==> config.mk <==
export PLATFORM = sky130hd
export DESIGN_NAME = lsu_mem_master_flat
export DESIGN_NICKNAME = d
export VERILOG_FILES = /design/src/rtl/lsu_mem_master_pkg.sv /design/src/rtl/lsu_mem_master_if.sv /design/src/rtl/lsu_byte_lane.sv /design/src/rtl/lsu_mem_master.sv /design/src/flat_wrapper.sv
export SDC_FILE = /design/constraint.sdc
export NUM_CORES = 1
export LEC_CHECK = 0
export ABC_AREA = 1
export ABC_CLOCK_PERIOD_IN_PS = 3000
export CAP_MARGIN = 20
export CORE_ASPECT_RATIO = 0.5
export CORE_MARGIN = 2
export CORE_UTILIZATION = 50
export CTS_BUF_LIST = sky130_fd_sc_hd__clkbuf_4
export DETAILED_ROUTE_END_ITERATION = 10
export MAX_ROUTING_LAYER = met4
export PLACE_DENSITY = 0.82
export SYNTH_ARGS = -nofsm -noshare
export SYNTH_HDL_FRONTEND = slang
export SYNTH_SLANG_ARGS = --single-unit
==> constraint.sdc <==
create_clock -name clk -period 3 [get_ports clk]
set_input_delay 0.6 -clock clk [delete_from_list [all_inputs] [get_ports clk]]
set_output_delay 0.6 -clock clk [all_outputs]
set_load 0.05 [all_outputs]
==> src/rtl/lsu_mem_master_pkg.sv <==
// Shared encodings and memory map for the load/store unit.
package lsu_pkg;

  localparam logic [1:0] SZ_BYTE = 2'b00;
  localparam logic [1:0] SZ_HALF = 2'b01;
  localparam logic [1:0] SZ_WORD = 2'b10;
  localparam logic [1:0] SZ_RSVD = 2'b11;

  typedef enum logic [1:0] {
    ST_IDLE  = 2'b00,
    ST_READ  = 2'b01,
    ST_WRITE = 2'b10,
    ST_RESP  = 2'b11
  } lsu_state_e;

  localparam logic [31:0] ROM_BASE    = 32'h0000_0000;
  localparam logic [31:0] ROM_END     = 32'h0001_FFFF;
  localparam logic [31:0] SRAM_BASE   = 32'h0002_0000;
  localparam logic [31:0] SRAM_END    = 32'h0002_FFFF;
  localparam logic [31:0] PERIPH_BASE = 32'h0003_0000;
  localparam logic [31:0] PERIPH_END  = 32'h0003_FFFF;

  function automatic logic misaligned(input logic [1:0] size, input logic [1:0] a);
    return ((size == SZ_HALF) && a[0]) || ((size == SZ_WORD) && (a != 2'b00));
  endfunction

endpackage

==> src/rtl/lsu_mem_master_if.sv <==
// Request/response channels and memory port of the LSU, bundled.
interface lsu_mem_master_if;
  logic        req_valid;
  logic        req_ready;
  logic        req_write;
  logic [1:0]  req_size;
  logic        req_signed;
  logic [31:0] req_addr;
  logic [31:0] req_wdata;
  logic        rsp_valid;
  logic        rsp_ready;
  logic [31:0] rsp_rdata;
  logic        rsp_fault;
  logic        mem_w_en;
  logic [31:0] mem_base_addr;
  logic [31:0] mem_w_data;
  logic [31:0] mem_r_data;

  modport master (
    input  req_valid, req_write, req_size, req_signed, req_addr, req_wdata, rsp_ready, mem_r_data,
    output req_ready, rsp_valid, rsp_rdata, rsp_fault, mem_w_en, mem_base_addr, mem_w_data
  );

  modport slave (
    output req_valid, req_write, req_size, req_signed, req_addr, req_wdata, rsp_ready, mem_r_data,
    input  req_ready, rsp_valid, rsp_rdata, rsp_fault, mem_w_en, mem_base_addr, mem_w_data
  );
endinterface

==> src/rtl/lsu_byte_lane.sv <==
// Sub-word lane handling: load extract/extend and store merge into a memory word.
module lsu_byte_lane
  import lsu_pkg::*;
(
  input  logic [31:0] word,
  input  logic [1:0]  lane,
  input  logic [1:0]  size,
  input  logic        sgn,
  input  logic [31:0] wdata,
  output logic [31:0] load_data,
  output logic [31:0] merge_data
);

  logic [7:0]  b;
  logic [15:0] h;

  always_comb begin
    b          = word[{lane, 3'b000} +: 8];
    h          = word[{lane[1], 4'b0000} +: 16];
    load_data  = word;
    merge_data = word;
    case (size)
      SZ_BYTE: begin
        load_data = {{24{sgn & b[7]}}, b};
        merge_data[{lane, 3'b000} +: 8] = wdata[7:0];
      end
      SZ_HALF: begin
        load_data = {{16{sgn & h[15]}}, h};
        merge_data[{lane[1], 4'b0000} +: 16] = wdata[15:0];
      end
      default: ;
    endcase
  end

endmodule

==> src/rtl/lsu_mem_master.sv <==
// Single-outstanding load/store unit driving a combinational-read word memory.
module lsu_mem_master
  import lsu_pkg::*;
#(
  parameter logic [31:0] ROM_TOP = ROM_END,
  parameter logic [31:0] MEM_TOP = PERIPH_END
) (
  input  logic             clk,
  input  logic             rst,
  lsu_mem_master_if.master bus
);

  lsu_state_e  state, nxt;
  logic [31:0] addr_q, wdata_q, merge_q, rdata_q;
  logic [1:0]  size_q;
  logic        sgn_q, wr_q, fault_q;
  logic        req_fault;
  logic [31:0] load_data, merge_data;

  // Fault decode runs on the incoming request so a fault answers one cycle after accept.
  assign req_fault = (bus.req_size == SZ_RSVD) ||
                     misaligned(bus.req_size, bus.req_addr[1:0]) ||
                     (bus.req_addr > MEM_TOP) ||
                     (bus.req_write && (bus.req_addr <= ROM_TOP));

  lsu_byte_lane u_lane (
    .word       (bus.mem_r_data),
    .lane       (addr_q[1:0]),
    .size       (size_q),
    .sgn        (sgn_q),
    .wdata      (wdata_q),
    .load_data  (load_data),
    .merge_data (merge_data)
  );

  always_ff @(posedge clk or negedge rst) begin
    if (!rst) state <= ST_IDLE;
    else      state <= nxt;
  end

  always_comb begin
    nxt = state;
    case (state)
      ST_IDLE:  if (bus.req_valid) begin
                  if (req_fault)                                    nxt = ST_RESP;
                  else if (bus.req_write && bus.req_size == SZ_WORD) nxt = ST_WRITE;
                  else                                               nxt = ST_READ;
                end
      ST_READ:  nxt = wr_q ? ST_WRITE : ST_RESP;
      ST_WRITE: nxt = ST_RESP;
      ST_RESP:  if (bus.rsp_ready) nxt = ST_IDLE;
      default:  nxt = ST_IDLE;
    endcase
  end

  always_ff @(posedge clk or negedge rst) begin
    if (!rst) begin
      addr_q  <= '0;
      wdata_q <= '0;
      merge_q <= '0;
      rdata_q <= '0;
      size_q  <= SZ_BYTE;
      sgn_q   <= 1'b0;
      wr_q    <= 1'b0;
      fault_q <= 1'b0;
    end else begin
      if (state == ST_IDLE && bus.req_valid) begin
        addr_q  <= bus.req_addr;
        wdata_q <= bus.req_wdata;
        size_q  <= bus.req_size;
        sgn_q   <= bus.req_signed;
        wr_q    <= bus.req_write;
        fault_q <= req_fault;
        rdata_q <= '0;
      end else if (state == ST_READ) begin
        if (wr_q) merge_q <= merge_data;
        else      rdata_q <= load_data;
      end
    end
  end

  // Memory-side outputs decode purely from registered state and fields.
  always_comb begin
    bus.req_ready     = (state == ST_IDLE);
    bus.rsp_valid     = (state == ST_RESP);
    bus.rsp_rdata     = rdata_q;
    bus.rsp_fault     = fault_q;
    bus.mem_w_en      = (state == ST_WRITE);
    bus.mem_base_addr = '0;
    bus.mem_w_data    = '0;
    if (state == ST_READ || state == ST_WRITE) bus.mem_base_addr = {addr_q[31:2], 2'b00};
    if (state == ST_WRITE) bus.mem_w_data = (size_q == SZ_WORD) ? wdata_q : merge_q;
  end

endmodule

==> src/flat_wrapper.sv <==
// flat-port wrapper written by rule: the top's interface ports become plain ports
module lsu_mem_master_flat import lsu_pkg::*;
#(
  parameter logic [31:0] ROM_TOP = ROM_END,
  parameter logic [31:0] MEM_TOP = PERIPH_END
)
  (clk, rst, bus_req_valid, bus_req_write, bus_req_size, bus_req_signed, bus_req_addr, bus_req_wdata, bus_rsp_ready, bus_mem_r_data, bus_req_ready, bus_rsp_valid, bus_rsp_rdata, bus_rsp_fault, bus_mem_w_en, bus_mem_base_addr, bus_mem_w_data);
  lsu_mem_master_if bus_i ();
  input  logic clk;
  input  logic rst;
  input wire logic [$bits(bus_i.req_valid)-1:0] bus_req_valid;
  input wire logic [$bits(bus_i.req_write)-1:0] bus_req_write;
  input wire logic [$bits(bus_i.req_size)-1:0] bus_req_size;
  input wire logic [$bits(bus_i.req_signed)-1:0] bus_req_signed;
  input wire logic [$bits(bus_i.req_addr)-1:0] bus_req_addr;
  input wire logic [$bits(bus_i.req_wdata)-1:0] bus_req_wdata;
  input wire logic [$bits(bus_i.rsp_ready)-1:0] bus_rsp_ready;
  input wire logic [$bits(bus_i.mem_r_data)-1:0] bus_mem_r_data;
  output wire logic [$bits(bus_i.req_ready)-1:0] bus_req_ready;
  output wire logic [$bits(bus_i.rsp_valid)-1:0] bus_rsp_valid;
  output wire logic [$bits(bus_i.rsp_rdata)-1:0] bus_rsp_rdata;
  output wire logic [$bits(bus_i.rsp_fault)-1:0] bus_rsp_fault;
  output wire logic [$bits(bus_i.mem_w_en)-1:0] bus_mem_w_en;
  output wire logic [$bits(bus_i.mem_base_addr)-1:0] bus_mem_base_addr;
  output wire logic [$bits(bus_i.mem_w_data)-1:0] bus_mem_w_data;
  assign bus_i.req_valid = bus_req_valid;
  assign bus_i.req_write = bus_req_write;
  assign bus_i.req_size = bus_req_size;
  assign bus_i.req_signed = bus_req_signed;
  assign bus_i.req_addr = bus_req_addr;
  assign bus_i.req_wdata = bus_req_wdata;
  assign bus_i.rsp_ready = bus_rsp_ready;
  assign bus_i.mem_r_data = bus_mem_r_data;
  assign bus_req_ready = bus_i.req_ready;
  assign bus_rsp_valid = bus_i.rsp_valid;
  assign bus_rsp_rdata = bus_i.rsp_rdata;
  assign bus_rsp_fault = bus_i.rsp_fault;
  assign bus_mem_w_en = bus_i.mem_w_en;
  assign bus_mem_base_addr = bus_i.mem_base_addr;
  assign bus_mem_w_data = bus_i.mem_w_data;
  lsu_mem_master #(.ROM_TOP(ROM_TOP), .MEM_TOP(MEM_TOP)) u_core (.clk(clk), .rst(rst), .bus(bus_i));
endmodule
==> results.ini, run 1 <==
[synthesis]
synth_area_um2 = 7684
synth_top_area_frac = 0.4397
synth_common_cells = nand2_1 (410), dfrtp_1 (135), inv_1 (119)
yosys.area.top_type = dfrtp_1
synth_top_family_by_area = simple AND/OR/NAND/NOR gates
synth_mux_area_frac = 0
synthCells = 1125
yosysSeqAreaShare = 0.4397
synth-simple-area-share = 0.2882
ys_ff_latch = 135
synth_fa_ha_area_frac = 0.01466
synth_area_per_cell_um2 = 6.830
async_reset_ff_frac = 1.000
synth_area_leaders = dfrtp_1 (44%), nand2_1 (20%), a21oi_1 (6.8%)
synth_cell_types = 31
synth_compound_gate_area_share = 0.1606
yosysWarnings = 0
synth_most_common_cell = nand2_1
ys.flop_type = dfrtp_1
synth_edf_count = 0
synth-xor-area-share = 0

[clock_network]
htreeDepth = 4
clk_latency_ns = 0.57
cts_tree = done
cts.path.max_buffers = 2
clockRootBuffer = clkbuf_4
clock-sinks = 135
clk_pin_slew_ns = 0.14
cts_buffers = 17

[sta]
fmaxAchievable_mhz = 356.3
drv_slew = 0
skew_ns = 0.02200
slew_headroom = 0.4839
rsz0062_at_grt = false
worst_slack_ns = 0.1936
period_needed_ns = 2.806
fin_setup_tns_ns = 0
period_share = 0.9355
worst_pin_slew_ns = 0.7660
setup_violations = 0
finalHoldViolCount = 0

[place]
dp_slack_ns = 0.5482
dpl.hpwl_um = 19440
gp_congestion = 0.9824
dp.cells = 1486
placed_cell_area_um2 = 10070
portBuffers = 201

[detailed_routing]
drt-initial-drc-count = 755
drtAntennaViolNets = 0
wl_per_cell_um = 16.95
finalWirelength_um = 25750
drcViolationCount = 0
first_pass_iters = 7
via_per_inst = 5.411
num_vias = 8220

[layout]
nFillCells = 1251
regArea_um2 = 3378
synthToLayoutAreaGrowth_pct = 34.80
multi_input_area_um2 = 3577
drive_gt1_frac = 0.1052
nets = 1421
diodes = 0
final_cells = 1519
postLayoutCellArea_um2 = 10360

[floorplanning]
ios = 204
die_h_um = 91.66
dieArea_um2 = 16430
core-area_um2 = 14740
rows = 31
die_w_um = 179.3
start_util = 0.5213

[run]
max_cap_violations = 0

[grt]
overflow = 0
grt_usage = 0.3336
grt_antenna_before_repair = 0
grt_pass1_wl_um = 40940
grt_pass1_vias = 7815
grt_max_degree = 65

[critical_path]
rr_worst_depth = 8
slowest_stage = dfrtp_1
crit_path_end_kind = output port
cp_top_family = buffers and inverters
reg2reg_to = u_core.merge_q[2]
critPathLaunchType = register
cp_cell_sequence = inv_1 -> ha_1 -> buf_6 -> o21ai_0 -> a21oi_1 -> buf_12
worstPathRequired_ns = 2.40
cp_slowest_stage_delay_ns = 0.44
r2r_setup_slack_ns = 0.62
critPathBufInv = 3
crit_type = register to output port
critPathMaxFanout = 33
crit_arrival_ns = 2.21
r2r-start = u_core.state[1]

[pwr]
p_leak_nw = 5.330
ir_drop_v = 0.0008602
power_density_nw_per_um2 = 1225

[run_status]
status = completed

[hold_path]
hp-class = primary input to async pin

==> worst max-delay path by stage <==
stage / startpoint / endpoint / slack, ns / cells past startpoint
after global placement: bus_req_valid / u_core.bus.rsp_rdata[24] / 0.61 / 8
after detailed placement: bus_req_valid / u_core.bus.rsp_rdata[6] / 0.55 / 8
after CTS: u_core.state[0] / bus_mem_w_data[4] / 0.02 / 6
final: u_core.state[0] / bus_mem_w_data[5] / 0.19 / 6
after global routing: u_core.size_q[1] / bus_mem_w_data[19] / 0.05 / 7
after floorplan: u_core.state[0] / bus_mem_w_data[12] / 0.24 / 5
==> worst register-to-register path: cells and delay by family, from the launching register on <==
kind                     cells  cell delay (ns)
buffers and inverters        3             0.68
AO/OA/AOI/OAI                2             0.50
AND/OR/NAND/NOR              2             0.48
flip-flops                   1             0.44
adder cells (fa/ha/maj)      1             0.19
==> state kept, by name, indices dropped and copies added, names as in the netlist <==
signal,count
u_core.size_q,2
u_core.bus.rsp_fault,1
u_core.wdata_q,32
u_core.addr_q,32
u_core.sgn_q,1
u_core.wr_q,1
u_core.bus.rsp_rdata,32
u_core.merge_q,32
u_core.state,2
==> cells by family after synthesis <==
| kind of cell | count (synthesis) |
|---|---|
| DFF | 135 |
| AOI/OAI and AO/OA | 240 |
| adders and majority gates | 9 |
| and+or+nand+nor | 554 |
| buffers and inverters | 186 |
| other | 1 |
==> where the power goes <==
part	internal (mW)	switching [mW]	leakage (nW)	total (mW)
Clock	0.365	0.815	0.141	1.18
Combinational	2.74	5.60	3.52	8.34
Sequential	2.61	0.562	1.67	3.17
==> cell usage in the layout, fill, tap and decap left out, types with 2 or more instances in the layout <==
master / count
o31ai_1: 2
inv_2: 9
inv_8: 4
clkinvlp_4: 2
conb_1: 2
clkinv_4: 4
o21ai_1: 22
dfrtp_1: 135
buf_12: 32
inv_6: 3
nand3_1: 29
or2_2: 4
ha_1: 8
o221ai_1: 5
o21ai_0: 104
nor2_1: 91
a21oi_1: 103
nand2_1: 409
nand4_1: 10
nor2_2: 2
clkbuf_4: 17
buf_4: 49
nand2_4: 2
clkdlybuf4s50_1: 137
clkinv_1: 2
nand2_2: 3
inv_1: 119
==> through the flow <==
stage	power [mW]	hold WS [ns]	util
finish	12.69	0.4924	0.7027
global route	13.51	0.5012	0.7027
CTS	12.58	0.4730	0.7022
detailed placement	11.39	0.4646	0.6831
floorplan	8.416	0.3044	-
global placement	11.25	0.4600	0.6831
==> timing repair <==
item / 4_1_cts / 5_1_grt
endpoints found under the setup margin: 9 / 2
cloned: 0 / 0
buffers inserted: 0 / 0
gates resized for setup: 1 / 2
hold buffers: 1 / 0
hold endpoints to repair: 26 / 0
==> layout make-up <==
cell class / count / share of cell area
Clock inverter: 15 / 0.01365
Tap cell: 198 / 0.02392
Clock buffer: 17 / 0.01232
Multi-Input combinational cell: 805 / 0.3454
Timing Repair Buffer: 220 / 0.2318
Inverter: 129 / 0.04675
Sequential cell: 135 / 0.3262
==> layer usage <==
metal  routed length, um  share of wire  GRT usage  vias to the layer above
met5                   0              0          -                        -
met4                 499          0.019    0.07997                        0
met3                2849           0.11    0.08250                       53
met2               10850           0.42     0.4799                      456
met1               11540           0.45     0.4740                     3811
li1                    -              -          -                     3900
(Power assumes the default switching activity.)
==> run 2: changes to the inputs <==
--- a/config.mk
+++ b/config.mk
@@ -10,11 +10,11 @@
 export CAP_MARGIN = 20
 export CORE_ASPECT_RATIO = 0.5
 export CORE_MARGIN = 2
-export CORE_UTILIZATION = 50
+export CORE_UTILIZATION = 55
 export CTS_BUF_LIST = sky130_fd_sc_hd__clkbuf_4
 export DETAILED_ROUTE_END_ITERATION = 10
 export MAX_ROUTING_LAYER = met4
-export PLACE_DENSITY = 0.82
+export PLACE_DENSITY = 0.89
 export SYNTH_ARGS = -nofsm -noshare
 export SYNTH_HDL_FRONTEND = slang
 export SYNTH_SLANG_ARGS = --single-unit
==> results.ini, run 2 (synthesis results as in run 1) <==
[clock_network]
clock-sinks = 135
cts_buffers = 17
htreeDepth = 4
clk_latency_ns = 0.56
cts.path.max_buffers = 2
clk_pin_slew_ns = 0.14
clockRootBuffer = clkbuf_4
cts_tree = done
cts_setup_buffers = 0

[critical_path]
crit_path_end_kind = output port
crit_arrival_ns = 2.26
cp_slowest_stage_delay_ns = 0.40
critPathLaunchType = register
critPathMaxFanout = 26
slowest_stage = dfrtp_1
cp_cell_sequence = inv_2 -> nor2_2 -> buf_4 -> o21ai_0 -> a21oi_1 -> buf_12
crit_type = register to output port
worstPathRequired_ns = 2.40

[floorplanning]
core-area_um2 = 13590
die_h_um = 87.58
start_util = 0.5655
rows = 30
dieArea_um2 = 14990
ios = 204
die_w_um = 171.2

[place]
portBuffers = 201
placed_cell_area_um2 = 10010
gp_congestion = 0.9808
dpl.hpwl_um = 19620

[hold_path]
hp-class = register to register

[run_status]
status = completed

[grt]
grt_util_met2 = 0.5583
grt_pass1_vias = 8056
grt_max_degree = 66
grt_antenna_before_repair = 0
grt_util_met3 = 0.1039
overflow = 0
grt_usage = 0.3784
grt_pass1_wl_um = 41700
grtUsageMet1 = 0.5150
grt.busiest_layer = met2

[sta]
fmaxAchievable_mhz = 349.6
finalHoldViolCount = 0
period_needed_ns = 2.861
slew_headroom = 0.4803
worst_pin_slew_ns = 0.7714
setup_violations = 0
rsz0062_at_grt = true
period_share = 0.9535
skew_ns = 0.02320
drv_slew = 0

[layout]
drive_gt1_frac = 0.1032
nets = 1418
synthToLayoutAreaGrowth_pct = 34.60
diodes = 0
layout_commonest_cell = nand2_1
mostFrequentLayoutCells = nand2_1 (409), clkdlybuf4s50_1 (137), dfrtp_1 (135)
postLayoutCellArea_um2 = 10340

[pwr]
power_density_nw_per_um2 = 1243
ir_drop_v = 0.0008547
p_leak_nw = 5.330
total_power_mw = 12.86

[detailed_routing]
num_vias = 8365
drt-initial-drc-count = 963
via_per_inst = 5.540
wl_per_cell_um = 17.63
finalWirelength_um = 26630
drtAntennaViolNets = 0
first_pass_iters = 9
drcViolationCount = 0

[run]
max_cap_violations = 0

run 2: changes by cell type in the layout (fill, tap and decap cells not counted), sizes merged:
cell,previous run,this run
bufinv,0,2
clkinv,7,5
buf,82,79
run 2: worst max-delay path, delay by kind of cell, from the launching register on:
kind            cells  cell delay [ns]
buf+inv             3             0.64
simple gates        1             0.20
flops               1             0.40
compound gates      2             0.46
run 2: through the flow:
stage	hold WS (ns)	TNS, ns	worst slack, ns	instances	utilization
after floorplan	0.3044	0	0.2367	1126	-
after global placement	0.4605	0	0.5981	1477	0.7369
after detailed placement	0.4632	0	0.5489	1477	0.7369
after CTS	0.4946	0	0.07660	1510	0.7608
after global routing	0.5208	-0.03250	-0.02128	1510	0.7611
final	0.4950	0	0.1394	1510	0.7611
run 2: final cells by class:
| cell class | instances | area [um2] |
|---|---|---|
| well taps | 192 | 240.2 |
| clock buffers | 17 | 127.6 |
| fillers | 1033 | 3246 |
| flip-flops and latches | 135 | 3378 |
| clock inverters | 15 | 183.9 |
| inverters | 129 | 485.5 |
| repair buffers | 217 | 2354 |
| multi-input cells | 805 | 3573 |
run 2: power by group:
part           internal [mW]  switching (mW)  leakage, nW
clock network          0.530           0.832        0.161
registers               2.61           0.539         1.67
logic                   2.69            5.66         3.50
total                   5.82            7.03         5.33
run 2: path summary, 6_finish.rpt:
path,start,end,slack [ns],cells past startpoint
setup / recovery,u_core.size_q[1],bus_mem_w_data[4],0.14,6
hold / removal,u_core.wdata_q[19],u_core.wdata_q[19],0.49,2
setup reg to reg,u_core.state[1],u_core.merge_q[2],0.68,8
hold reg to reg,u_core.wdata_q[19],u_core.wdata_q[19],0.49,2
max in group asynchronous,rst,u_core.bus.rsp_rdata[20],1.57,3
min in group asynchronous,rst,u_core.wdata_q[8],0.52,2
run 2: what timing repair did:
item / in CTS / in global routing
endpoints found under the hold margin: 32 / 0
pin swaps: 0 / 0
hold buffers: 1 / 0
resized for setup: 1 / 3
gates cloned: 0 / 0
endpoints found under the setup margin: 22 / 7
run 2: metal layers:
metal,up-vias,share of wire,wire length [um]
met5,-,0,0
met4,0,0.018,490
met3,51,0.12,3245
met2,516,0.44,11620
met1,3891,0.42,11270
li1,3907,-,-
